$ cat config.mk
export PLATFORM = sky130hd
export DESIGN_NAME = regfile_op_sequencer
export DESIGN_NICKNAME = d
export VERILOG_FILES = /design/src/rtl/regfile_op_sequencer.sv
export SDC_FILE = /design/constraint.sdc
export NUM_CORES = 1
export LEC_CHECK = 0
export CORE_ASPECT_RATIO = 1.25
export CORE_MARGIN = 2
export CORE_UTILIZATION = 50
export CTS_BUF_LIST = sky130_fd_sc_hd__clkbuf_4
export DETAILED_ROUTE_END_ITERATION = 10
export GPL_TIMING_DRIVEN = 0
export PLACE_DENSITY = 0.76
export SLEW_MARGIN = 10
export SYNTH_ARGS = -nofsm -noshare
export SYNTH_HDL_FRONTEND = slang
export SYNTH_SLANG_ARGS = --single-unit
$ cat constraint.sdc
create_clock -name clk -period 14.54 [get_ports clk]
set_input_delay 2.908 -clock clk [delete_from_list [all_inputs] [get_ports clk]]
set_output_delay 2.908 -clock clk [all_outputs]
set_load 0.02 [all_outputs]
$ cat src/rtl/regfile_op_sequencer.sv
// regfile_op_sequencer
//   Single-command initiator for a 32x32 register file. Accepts one
//   register-to-register command, reads both sources, computes a result,
//   writes it back (except CMPEQ) and returns result/flags on a response
//   channel. Fixed latency: accept at edge N, rsp_valid during cycle N+4.
//
// Ports
//   clk, reset                  clock, async active-high reset
//   cmd_valid/cmd_ready         command handshake
//   cmd_op/rs1/rs2/rd/imm       command fields (imm used by LI only)
//   ReadReg1/2, ReadData1/2     register-file read ports
//   WriteReg/WriteData/RegWrite register-file write port
//   rsp_valid/rsp_ready         response handshake
//   rsp_result/zero/carry       response payload
//   op_count                    completed responses, wraps
module regfile_op_sequencer #(
  parameter int DATA_W = 32,
  parameter int ADDR_W = 5,
  parameter int CNT_W  = 16
) (
  input  logic              clk,
  input  logic              reset,
  input  logic              cmd_valid,
  output logic              cmd_ready,
  input  logic [2:0]        cmd_op,
  input  logic [ADDR_W-1:0] cmd_rs1,
  input  logic [ADDR_W-1:0] cmd_rs2,
  input  logic [ADDR_W-1:0] cmd_rd,
  input  logic [15:0]       cmd_imm,
  output logic [ADDR_W-1:0] ReadReg1,
  output logic [ADDR_W-1:0] ReadReg2,
  input  logic [DATA_W-1:0] ReadData1,
  input  logic [DATA_W-1:0] ReadData2,
  output logic [ADDR_W-1:0] WriteReg,
  output logic [DATA_W-1:0] WriteData,
  output logic              RegWrite,
  output logic              rsp_valid,
  input  logic              rsp_ready,
  output logic [DATA_W-1:0] rsp_result,
  output logic              rsp_zero,
  output logic              rsp_carry,
  output logic [CNT_W-1:0]  op_count
);

  localparam logic [2:0] OP_ADD   = 3'b000;
  localparam logic [2:0] OP_SUB   = 3'b001;
  localparam logic [2:0] OP_AND   = 3'b010;
  localparam logic [2:0] OP_OR    = 3'b011;
  localparam logic [2:0] OP_XOR   = 3'b100;
  localparam logic [2:0] OP_SLT   = 3'b101;
  localparam logic [2:0] OP_LI    = 3'b110;
  localparam logic [2:0] OP_CMPEQ = 3'b111;

  typedef enum logic [2:0] {IDLE, READ, EXEC, WRITE, RESP} state_t;

  typedef struct packed {
    logic [2:0]        op;
    logic [ADDR_W-1:0] rs1;
    logic [ADDR_W-1:0] rs2;
    logic [ADDR_W-1:0] rd;
    logic [15:0]       imm;
  } cmd_t;

  state_t            state, next_state;
  cmd_t              cmd_q;
  logic [DATA_W-1:0] opa_q, opb_q;
  logic [DATA_W-1:0] res_q;
  logic              zero_q, carry_q;
  logic [CNT_W-1:0]  cnt_q;

  logic [DATA_W:0]   sum, diff;
  logic [DATA_W-1:0] res_d;
  logic              carry_d;

  // ---------------- FSM ----------------
  always_ff @(posedge clk or posedge reset) begin
    if (reset) state <= IDLE;
    else       state <= next_state;
  end

  always_comb begin
    next_state = state;
    cmd_ready  = 1'b0;
    rsp_valid  = 1'b0;
    RegWrite   = 1'b0;
    case (state)
      IDLE: begin
        cmd_ready = 1'b1;
        if (cmd_valid) next_state = READ;
      end
      READ:  next_state = EXEC;
      EXEC:  next_state = WRITE;
      WRITE: begin
        // CMPEQ still passes through WRITE so latency never depends on op
        RegWrite   = (cmd_q.op != OP_CMPEQ);
        next_state = RESP;
      end
      RESP: begin
        rsp_valid = 1'b1;
        if (rsp_ready) next_state = IDLE;
      end
      default: next_state = IDLE;
    endcase
  end

  // ---------------- ALU ----------------
  // 33-bit add/sub: top bit is carry-out for ADD, borrow for SUB
  always_comb begin
    sum     = {1'b0, opa_q} + {1'b0, opb_q};
    diff    = {1'b0, opa_q} - {1'b0, opb_q};
    res_d   = '0;
    carry_d = 1'b0;
    case (cmd_q.op)
      OP_ADD:   begin res_d = sum[DATA_W-1:0];  carry_d = sum[DATA_W];  end
      OP_SUB:   begin res_d = diff[DATA_W-1:0]; carry_d = diff[DATA_W]; end
      OP_AND:   res_d = opa_q & opb_q;
      OP_OR:    res_d = opa_q | opb_q;
      OP_XOR:   res_d = opa_q ^ opb_q;
      OP_SLT:   res_d = {{(DATA_W-1){1'b0}}, ($signed(opa_q) < $signed(opb_q))};
      OP_LI:    res_d = {{(DATA_W-16){cmd_q.imm[15]}}, cmd_q.imm};
      OP_CMPEQ: res_d = {{(DATA_W-1){1'b0}}, (opa_q == opb_q)};
      default:  res_d = '0;
    endcase
  end

  // ---------------- datapath registers ----------------
  always_ff @(posedge clk or posedge reset) begin
    if (reset) begin
      cmd_q   <= '0;
      opa_q   <= '0;
      opb_q   <= '0;
      res_q   <= '0;
      zero_q  <= 1'b0;
      carry_q <= 1'b0;
      cnt_q   <= '0;
    end else begin
      if (cmd_valid && cmd_ready)
        cmd_q <= '{op: cmd_op, rs1: cmd_rs1, rs2: cmd_rs2, rd: cmd_rd, imm: cmd_imm};
      if (state == READ) begin
        opa_q <= ReadData1;
        opb_q <= ReadData2;
      end
      if (state == EXEC) begin
        res_q   <= res_d;
        zero_q  <= (res_d == '0);
        carry_q <= carry_d;
      end
      if (rsp_valid && rsp_ready)
        cnt_q <= cnt_q + CNT_W'(1);
    end
  end

  // Addresses track the latched command; they only matter in READ/WRITE
  assign ReadReg1   = cmd_q.rs1;
  assign ReadReg2   = cmd_q.rs2;
  assign WriteReg   = cmd_q.rd;
  assign WriteData  = res_q;
  assign rsp_result = res_q;
  assign rsp_zero   = zero_q;
  assign rsp_carry  = carry_q;
  assign op_count   = cnt_q;

endmodule

==> results.md, run 1 <==
- CTS-repair resized insts: 0
- Post-synthesis instance area: 0.01152 mm^2
- Top post-synthesis cells by count: nand2_1, o21ai_0, dfrtp_1
- Final slew viol count: 0
- Die height: 173.7 um
- Buffer type at the clock tree root: clkbuf_4
- Mean instance size in the synthesized netlist: 8.180 um^2
- Largest fanout on the critical path: 10
- Kind of start point of the critical path: flip-flop
- Top area cells in the synthesized netlist: dfrtp_1, ha_1, o21ai_0
- Arrival time at the worst endpoint: 4.24 ns
- Fraction of synthesized cell area taken by the top area cell type: 32.81%
- CTS Hold Buffers Added: 0
- Number of instances in the synthesized netlist: 1408
- Reg-to-reg startpoint: opa_q[3]
- Global-route usage over all layers: 34.49%
- Area growth, synth to finish: 23.35%
- Critical path launch point: cmd_q[31]
- Row count: 62
- Delay-heaviest family, CP: buffers and inverters
- TritonRoute pass-1 iters: 9
- Post-synth EDFFs: 0
- Number of violations reported at the end of detailed-routing iteration 0: 1152
- Starting utilization of the core area: 50.50%
- Number of antenna violations at the first check in global routing: 4
- HPWL reported at the end of detailed placement: 33160 um
- Smallest setup slack after layout: 7.388 ns
- Final-layout setup total negative slack: 0 ns
- Number of synthesized register bits: 151
- Area leader, netlist: dfrtp_1
- Post-synth cell types: 78
- Unrepaired setup endpoints after global routing: false
- Category of the worst setup path capture point: output port
- Largest stage delay on the critical path: 0.71 ns
- TritonCTS clock tree: built
- Wire length of the first global-routing pass: 64610 um
- Run status: completed
- Synthesized netlist net count: 1609
- Pin count of the biggest net entering global routing: 89
- Synth Warn #: 0
- Pre-CTS WS: 8.243 ns
- Antenna Nets Post-Route: 0
- Net total in the final layout: 1830
- Most frequent cell after synthesis: nand2_1
- Most prevalent standard cell on the critical path: clkbuf_1
- Final setup viols: 0
- Upper clock frequency limit: 139.8 MHz
- Share of the clock period used by the worst path after layout: 49.19%
- Buffers inserted by post-CTS timing repair: 0
- PortBufs: 201
- Clock insertion delay at the later pin of the skew report: 0.64 ns
- Type of the most critical hold path: reg2reg
- Via count of the routed design: 11580
- Sink count of the clock tree: 151
- Via-to-Cell Ratio: 5.992
- Routed length per instance: 21.96 um
- Remaining global-route overflow: 0
- Tmin final: 7.152 ns
- Final Wtd Congestion: 1.053
- Full die area: 0.02427 mm^2
- Synth async-reset ratio: 100.0%
- Die W: 139.8 um
- CP Class: reg2out
- Area of the core: 0.02281 mm^2
- Required time worst endpoint: 11.63 ns
- Normalized max-slew margin: 7.213%
- Critical Path Slowest Stage Cell: clkbuf_1
- Remaining DRCs: 0
- CP bufs+invs: 5
- Maximum level of the CTS H-tree: 4
- # IOs: 202
- Sequential fraction of the synthesis area: 32.81%
- Min-delay src: op_count[15]
- Setup Skew: 0.03161 ns
- Largest buffer count on any clock path: 2
- WL final: 42450 um
- Max-cap violations: 0
- Slew at the pin with the worst max-slew slack: 1.387 ns
- Register clock-pin slew on the reported worst setup and hold paths: 0.14 ns
- Cell-by-cell trace of the critical path: clkbuf_1 -> clkbuf_1 -> buf_1 -> clkbuf_1 -> a31oi_1 -> clkdlybuf4s50_1
- Number of endpoints with negative hold slack in the final report: 0
- Vias in the first global route: 11330
- Minimum hold slack: 0.4744 ns
- Final core occ: 62.29%
- Predominant post-synthesis flop cell: dfrtp_1
- Layout cell share with drive strength beyond 1: 7.922%
- Number of CTS-inserted buffers: 17
==> worst reg2reg max path, cell delays in order, from the launching register on <==
cell      delay, ns
dfrtp_1        0.40
inv_1          0.07
ha_1           0.27
clkbuf_1       0.35
and3_1         0.23
a221o_1        0.30
nand4_1        0.23
a31oi_1        0.58
a31oi_1        0.44
o31ai_1        0.48
nor4_1         0.13
o211ai_1       0.19
nor4b_1        0.68
nand4_1        0.28
o31ai_2        0.27
==> metal layers <==
layer	track usage (%)	routed length [um]
met5	0	0
met2	59.02	20750
met4	18.25	2345
met3	5.884	2851
met1	41.37	16510
==> final cells by class <==
type | instances | area, um^2
Fill cell | 2110 | 8601
Timing Repair Buffer | 202 | 2039
Clock buffer | 19 | 142.6
Tap cell | 288 | 360.3
Multi-Input combinational cell | 1019 | 6653
Antenna cell | 4 | 10.01
Buffer | 131 | 684.4
Clock inverter | 12 | 128.9
Sequential cell | 151 | 3779
Inverter | 107 | 409.1
==> sequential cells by signal (all words and copies together), names as in the netlist <==
name,count
ReadReg1,5
state,3
op_count,16
WriteData,32
cmd_q,19
opb_q,32
rsp_carry,1
rsp_zero,1
opa_q,32
ReadReg2,5
WriteReg,5
==> cells by family after synthesis <==
logic type / share of synthesized area, %
AOI/OAI and AO/OA: 23.00
xor gates and xnor gates: 2.433
adders and majority gates: 10.89
buffers and inverters: 9.430
DFF: 32.81
muxes: 5.073
and+or+nand+nor: 16.37
==> worst paths after layout <==
kind	to	slack, ns	cells after the start
worst max-delay path	RegWrite	7.39	6
worst min-delay path	op_count[15]	0.47	1
worst max register to register	rsp_zero	9.56	14
worst min register to register	op_count[15]	0.47	1
max in group asynchronous	cmd_q[33]	11.00	3
min in group asynchronous	WriteData[5]	2.76	2
==> layout by cell type (no fill, tap or decap), types with 21 or more instances in the layout <==
cell / netlist / routed
ha_1: 97 / 97
buf_4: 48 / 48
clkbuf_1: 74 / 74
nor3_1: 22 / 22
nor2_1: 83 / 83
inv_1: 106 / 105
o21ai_0: 154 / 154
nand3_1: 27 / 27
clkdlybuf4s50_1: 0 / 201
xnor2_1: 21 / 21
a21oi_1: 94 / 94
dfrtp_1: 151 / 151
nand2_1: 174 / 174
mux2_2: 35 / 35
==> metrics by stage <==
step / cells / instance area, um^2
3_3_place_gp: 1897 / 13890
6_report: 1933 / 14210
5_1_grt: 1932 / 14200
4_1_cts: 1929 / 14200
2_1_floorplan: 1408 / 11520
3_5_place_dp: 1898 / 13920
Power of run 1 is left out: the tool's default activity adds up to more than one toggle a clock period on the data nets, which glitch-free logic cannot reach.
==> inputs of run 2 (changes only) <==
PLACE_DENSITY = 0.79   (was 0.76)
clock period = 6.55 ns   (was 14.54 ns; I/O delays follow)
==> run 2 against run 1 <==
Net effect: first-iteration DRC count shrank 8.7%; utilization is essentially flat; sequential share of layout area is essentially flat; worst hold slack gained 0.0054 ns; critical path type unchanged; largest cell class unchanged; highest routed layer unchanged.
==> results.md, run 2 (synthesis results as in run 1) <==
- Run status: completed
- Buffer type at the clock tree root: clkbuf_4
- Layout cell share with drive strength beyond 1: 7.922% (unchanged)
- TritonCTS clock tree: built
- Most prevalent standard cell on the critical path: clkbuf_1
- Largest fanout on the critical path: 10 (unchanged)
- Area of the multi-input gates: 0.006653 mm^2 (unchanged)
- CP Class: reg2out
- Full die area: 0.02427 mm^2 (unchanged)
- WL final: 43670 um (+2.9%)
- Area growth, synth to finish: 23.26% (about the same)
- Met3 usage: 5.331% (-0.55 points)
- Routed length per instance: 22.63 um (+3.0%)
- Antenna Nets Post-Route: 0 (unchanged)
- Number of antenna violations at the first check in global routing: 2 (-2)
- Wire length of the first global-routing pass: 66300 um (+2.6%)
- Post-Layout Cell Count: 1930 (-0.16%)
- Delay-heaviest family, CP: buffers and inverters
- Setup Skew: 0.02458 ns (-0.007030 ns)
- Required time worst endpoint: 5.24 ns (-6.39 ns)
- Min-delay src: op_count[15]
- Pin count of the biggest net entering global routing: 119 (+34%)
- Final slew viol count: 0 (unchanged)
- Normalized max-slew margin: 9.357% (+2.1 points)
- Max-cap violations: 0 (unchanged)
- Number of CTS-inserted buffers: 17 (unchanged)
- Upper clock frequency limit: 174.1 MHz
- Flip-flop and latch area: 0.003779 mm^2 (unchanged)
- Via-to-Cell Ratio: 6.017 (+0.41%)
- Clock insertion delay at the later pin of the skew report: 0.63 ns (about the same)
- Global-route layer with the greatest usage: met2
- Tmin final: 5.745 ns
- Kind of start point of the critical path: flip-flop
- Met1 Use GR: 42.08% (+0.72 points)
- Final setup viols: 0 (unchanged)
- Arrival time at the worst endpoint: 4.43 ns (+0.19 ns)
- Type of the most critical hold path: reg2reg
- Largest buffer count on any clock path: 2 (unchanged)
- CP bufs+invs: 5 (unchanged)
- Row count: 62 (unchanged)
- Critical Path Slowest Stage Cell: clkbuf_1
- TritonRoute pass-1 iters: 8 (-1)
- Most frequent cells in the layout: clkdlybuf4s50_1, nand2_1, o21ai_0
- GRT met2 Usage: 61.87% (+2.8 points)
- Worst Hold Depth: 1 (unchanged)
- Register clock-pin slew on the reported worst setup and hold paths: 0.13 ns (about the same)
- Starting utilization of the core area: 50.50% (unchanged)
- Vias in the first global route: 11730 (+3.5%)
- Largest stage delay on the critical path: 0.73 ns (+0.02 ns)
- Global-route usage over all layers: 35.57% (+1.1 points)
- Maximum level of the CTS H-tree: 4 (unchanged)
- Sink count of the clock tree: 151 (unchanged)
- Pre-CTS WS: 1.675 ns (-6.568 ns)
- # IOs: 202 (unchanged)
- Buffers inserted by post-CTS timing repair: 0 (unchanged)
- Number of violations reported at the end of detailed-routing iteration 0: 1052 (-8.7%)
- Reg-to-reg startpoint: cmd_q[33]
- Via count of the routed design: 11610 (+0.26%)
- Remaining global-route overflow: 0 (unchanged)
- Share of the clock period used by the worst path after layout: 87.70%
- Unrepaired setup endpoints after global routing: false
- Capture point of the worst reg-to-reg path: rsp_zero
- Fill cell count: 2064 (-2.2%)
- Worst Reg-to-Reg Cells: 13 (-1)
- CTS Hold Buffers Added: 0 (unchanged)
- Net total in the final layout: 1830 (unchanged)
- Placed insts: 1898 (unchanged)
- Smallest setup slack after layout: 0.8055 ns (-6.582 ns)
- Die W: 139.8 um (unchanged)
- Min-Delay Endpoint: op_count[15]
- Slack of the worst reg-to-reg path: 1.58 ns (-7.98 ns)
- HPWL reported at the end of detailed placement: 33900 um (+2.2%)
- Final Wtd Congestion: 0.9994 (-5.1%)
- Cell-by-cell trace of the critical path: clkbuf_1 -> clkbuf_1 -> buf_1 -> clkbuf_1 -> a31oi_1 -> clkdlybuf4s50_1
- Slew at the pin with the worst max-slew slack: 1.355 ns (-0.03205 ns)
- CTS-repair resized insts: 0 (unchanged)
- Number of endpoints with negative hold slack in the final report: 0 (unchanged)
- Final-layout setup total negative slack: 0 ns (unchanged)
- Category of the worst setup path capture point: output port
- Area of the core: 0.02281 mm^2 (unchanged)
- Remaining DRCs: 0 (unchanged)
- Most common library cell in the layout ignoring fill and taps: clkdlybuf4s50_1
- PortBufs: 201 (unchanged)
- Die height: 173.7 um (unchanged)
run 2: cell count changes in the layout (fill, tap and decap cells not counted):
cell | before | now
inv_6 | 1 | 3
clkinv_4 | 1 | 0
inv_8 | 2 | 1
diode_2 | 4 | 1
run 2: how the worst max path moves through the flow:
| stage | startpoint | end | cells past startpoint |
|---|---|---|---|
| 2_1_floorplan | reset | ReadReg1[0] | 1 |
| 3_3_place_gp | reset | WriteReg[0] | 2 |
| 3_5_place_dp | cmd_q[31] | RegWrite | 6 |
| 4_1_cts | cmd_q[31] | RegWrite | 6 |
| 5_1_grt | cmd_q[31] | RegWrite | 6 |
| 6_report | cmd_q[31] | RegWrite | 6 |
run 2: area by class of cell:
class                      count  area share, %
clock buffer                  19          1.005
tap                          288          2.538
buffer                       131          4.821
antenna                        1        0.01763
multi-input combinational   1019          46.86
inverter                     107          2.882
timing repair buffer         202          14.37
clock inverter                12         0.8902
sequential                   151          26.62
run 2: stage by stage:
stage	util [%]	hold WS [ns]	instance area, um^2
final	62.24	0.4797	14200
after global routing	62.24	0.5008	14200
after CTS	62.23	0.4829	14190
after detailed placement	61.05	0.4636	13920
after global placement	60.90	0.4586	13890
after floorplan	-	0.4750	11520
run 2: layer usage:
layer  share of wire (%)  routed length (um)
met2                  50               21640
met4                 5.4                2368
met1                  38               16640
met3                 6.9                3032
met5                   0                   0
Power of run 2 is left out for the same reason.
==> inputs of run 3 (changes only) <==
CORE_ASPECT_RATIO = 0.5   (was 1.25)
==> run 3 against run 2 <==
Net effect: sequential share of layout area shrank 0.077 points; first-iteration DRC count grew 36%; non-clock buffer count is the same; largest cell class unchanged.
==> results.md, run 3 (synthesis results as in run 1) <==
- Most common library cell in the layout ignoring fill and taps: clkdlybuf4s50_1
- Cell-by-cell trace of the critical path: clkbuf_1 -> clkbuf_1 -> buf_1 -> clkbuf_1 -> a31oi_1 -> clkdlybuf4s50_1
- Number of violations reported at the end of detailed-routing iteration 0: 1429 (+36%)
- CTS Hold Buffers Added: 0 (unchanged)
- Pre-CTS WS: 1.655 ns (-0.01969 ns)
- Category of the worst setup path capture point: output port
- Pin count of the biggest net entering global routing: 91 (-24%)
- CP Class: reg2out
- Share of the clock period used by the worst path after layout: 89.59% (+1.9 points)
- Final setup viols: 0 (unchanged)
- Final slew viol count: 0 (unchanged)
- Final core occ: 62.75% (+0.50 points)
- Register clock-pin slew on the reported worst setup and hold paths: 0.15 ns (+0.02 ns)
- TritonRoute pass-1 iters: 7 (-1)
- Upper clock frequency limit: 170.4 MHz (-2.1%)
- Area of the core: 0.02269 mm^2 (-0.51%)
- Largest stage delay on the critical path: 0.79 ns (+0.06 ns)
- Kind of start point of the critical path: flip-flop
- PortBufs: 201 (unchanged)
- Worst Hold Depth: 1 (unchanged)
- WL final: 46100 um (+5.6%)
- # IOs: 202 (unchanged)
- Crit. path cell count: 6 (unchanged)
- Min-delay src: op_count[15]
- Global-route usage over all layers: 38.24% (+2.7 points)
- Min-Delay Endpoint: op_count[15]
- Type of the most critical hold path: reg2reg
- Remaining global-route overflow: 0 (unchanged)
- Final-layout setup total negative slack: 0 ns (unchanged)
- Buffer type at the clock tree root: clkbuf_4
- Die W: 218.6 um (+56%)
- Run status: completed
- Routed length per instance: 23.60 um (+4.3%)
- Fill cell count: 1980 (-4.1%)
- Layout cell share with drive strength beyond 1: 8.161% (+0.24 points)
- Buffers inserted by post-CTS timing repair: 0 (unchanged)
- Largest buffer count on any clock path: 2 (unchanged)
- Vias in the first global route: 11470 (-2.2%)
- Number of CTS-inserted buffers: 17 (unchanged)
- Worst Reg-to-Reg Cells: 11 (-2)
- Wire length of the first global-routing pass: 69590 um (+5.0%)
- Delay-heaviest family, CP: buffers and inverters
- Number of antenna violations at the first check in global routing: 2 (unchanged)
- Unrepaired setup endpoints after global routing: false
- Required time worst endpoint: 5.24 ns (about the same)
- TritonCTS clock tree: built
- Reg-to-reg startpoint: cmd_q[33]
- Maximum level of the CTS H-tree: 4 (unchanged)
- Net total in the final layout: 1830 (unchanged)
- Critical Path Slowest Stage Cell: buf_1
- Arrival time at the worst endpoint: 4.56 ns (+0.13 ns)
- Full die area: 0.02434 mm^2 (+0.27%)
- Max-cap violations: 0 (unchanged)
- Number of endpoints with negative hold slack in the final report: 0 (unchanged)
- Via-to-Cell Ratio: 6.122 (+1.7%)
- Capture point of the worst reg-to-reg path: rsp_zero
- Largest fanout on the critical path: 10 (unchanged)
- Via count of the routed design: 11960 (+3.0%)
- Sink count of the clock tree: 151 (unchanged)
- HPWL reported at the end of detailed placement: 36050 um (+6.4%)
- Normalized max-slew margin: 15.29% (+5.9 points)
- Starting utilization of the core area: 50.76% (+0.26 points)
- Smallest setup slack after layout: 0.6818 ns (-0.1236 ns)
- Area growth, synth to finish: 23.62%
- Tmin final: 5.868 ns (+0.1236 ns)
- CTS-repair resized insts: 0 (unchanged)
- Remaining DRCs: 0 (unchanged)
- CP bufs+invs: 5 (unchanged)
- Slack of the worst reg-to-reg path: 1.45 ns (-0.13 ns)
- Setup Skew: 0.03528 ns (+0.01069 ns)
- Antenna Nets Post-Route: 0 (unchanged)
- Clock insertion delay at the later pin of the skew report: 0.68 ns (+0.05 ns)
- Most frequent cells in the layout: clkdlybuf4s50_1, nand2_1, o21ai_0
- Final Wtd Congestion: 0.9971 (-0.23%)
- Die height: 111.3 um (-36%)
- Slew at the pin with the worst max-slew slack: 1.266 ns (-0.08869 ns)
- Most prevalent standard cell on the critical path: clkbuf_1
- Row count: 39 (-37%)
run 3: cell types whose count changed in the layout (fill, tap and decap cells not counted), moves of 2 or more:
cell      before  now
clkinv_1       3    1
clkbuf_4      19   17
inv_8          1    3
clkinv_4       0    5
diode_2        1    4
run 3: worst max path at each step:
| stage | start | endpoint |
|---|---|---|
| floorplan | reset | ReadReg1[0] |
| global placement | reset | op_count[6] |
| detailed placement | cmd_q[31] | RegWrite |
| CTS | cmd_q[31] | RegWrite |
| global route | cmd_q[31] | RegWrite |
| finish | cmd_q[31] | RegWrite |
run 3: final cells by class:
type / instances / area (um^2) / area share (%)
Clock inverter: 15 / 148.9 / 1.046
Tap cell: 307 / 384.1 / 2.698
Timing Repair Buffer: 202 / 2039 / 14.32
Sequential cell: 151 / 3779 / 26.54
Multi-Input combinational cell: 1019 / 6655 / 46.74
Antenna cell: 4 / 10.01 / 0.07030
Clock buffer: 17 / 127.6 / 0.8964
Inverter: 107 / 409.1 / 2.874
Buffer: 131 / 684.4 / 4.807
run 3: per-stage QoR:
stage	hold slack, ns	instance area [um^2]	std cells
floorplan	0.4750	11520	1408
global placement	0.4584	13910	1916
detailed placement	0.4622	13950	1917
CTS	0.4814	14230	1949
global route	0.5246	14240	1953
finish	0.4909	14240	1953
run 3: layer usage:
layer	vias up	share of wire (%)	global-route usage, %
li1	5353	-	-
met1	5809	44	55.39
met5	-	0	0
met3	87	12	11.06
met2	707	42	55.86
met4	0	2.0	9.433
Power of run 3 is left out for the same reason.
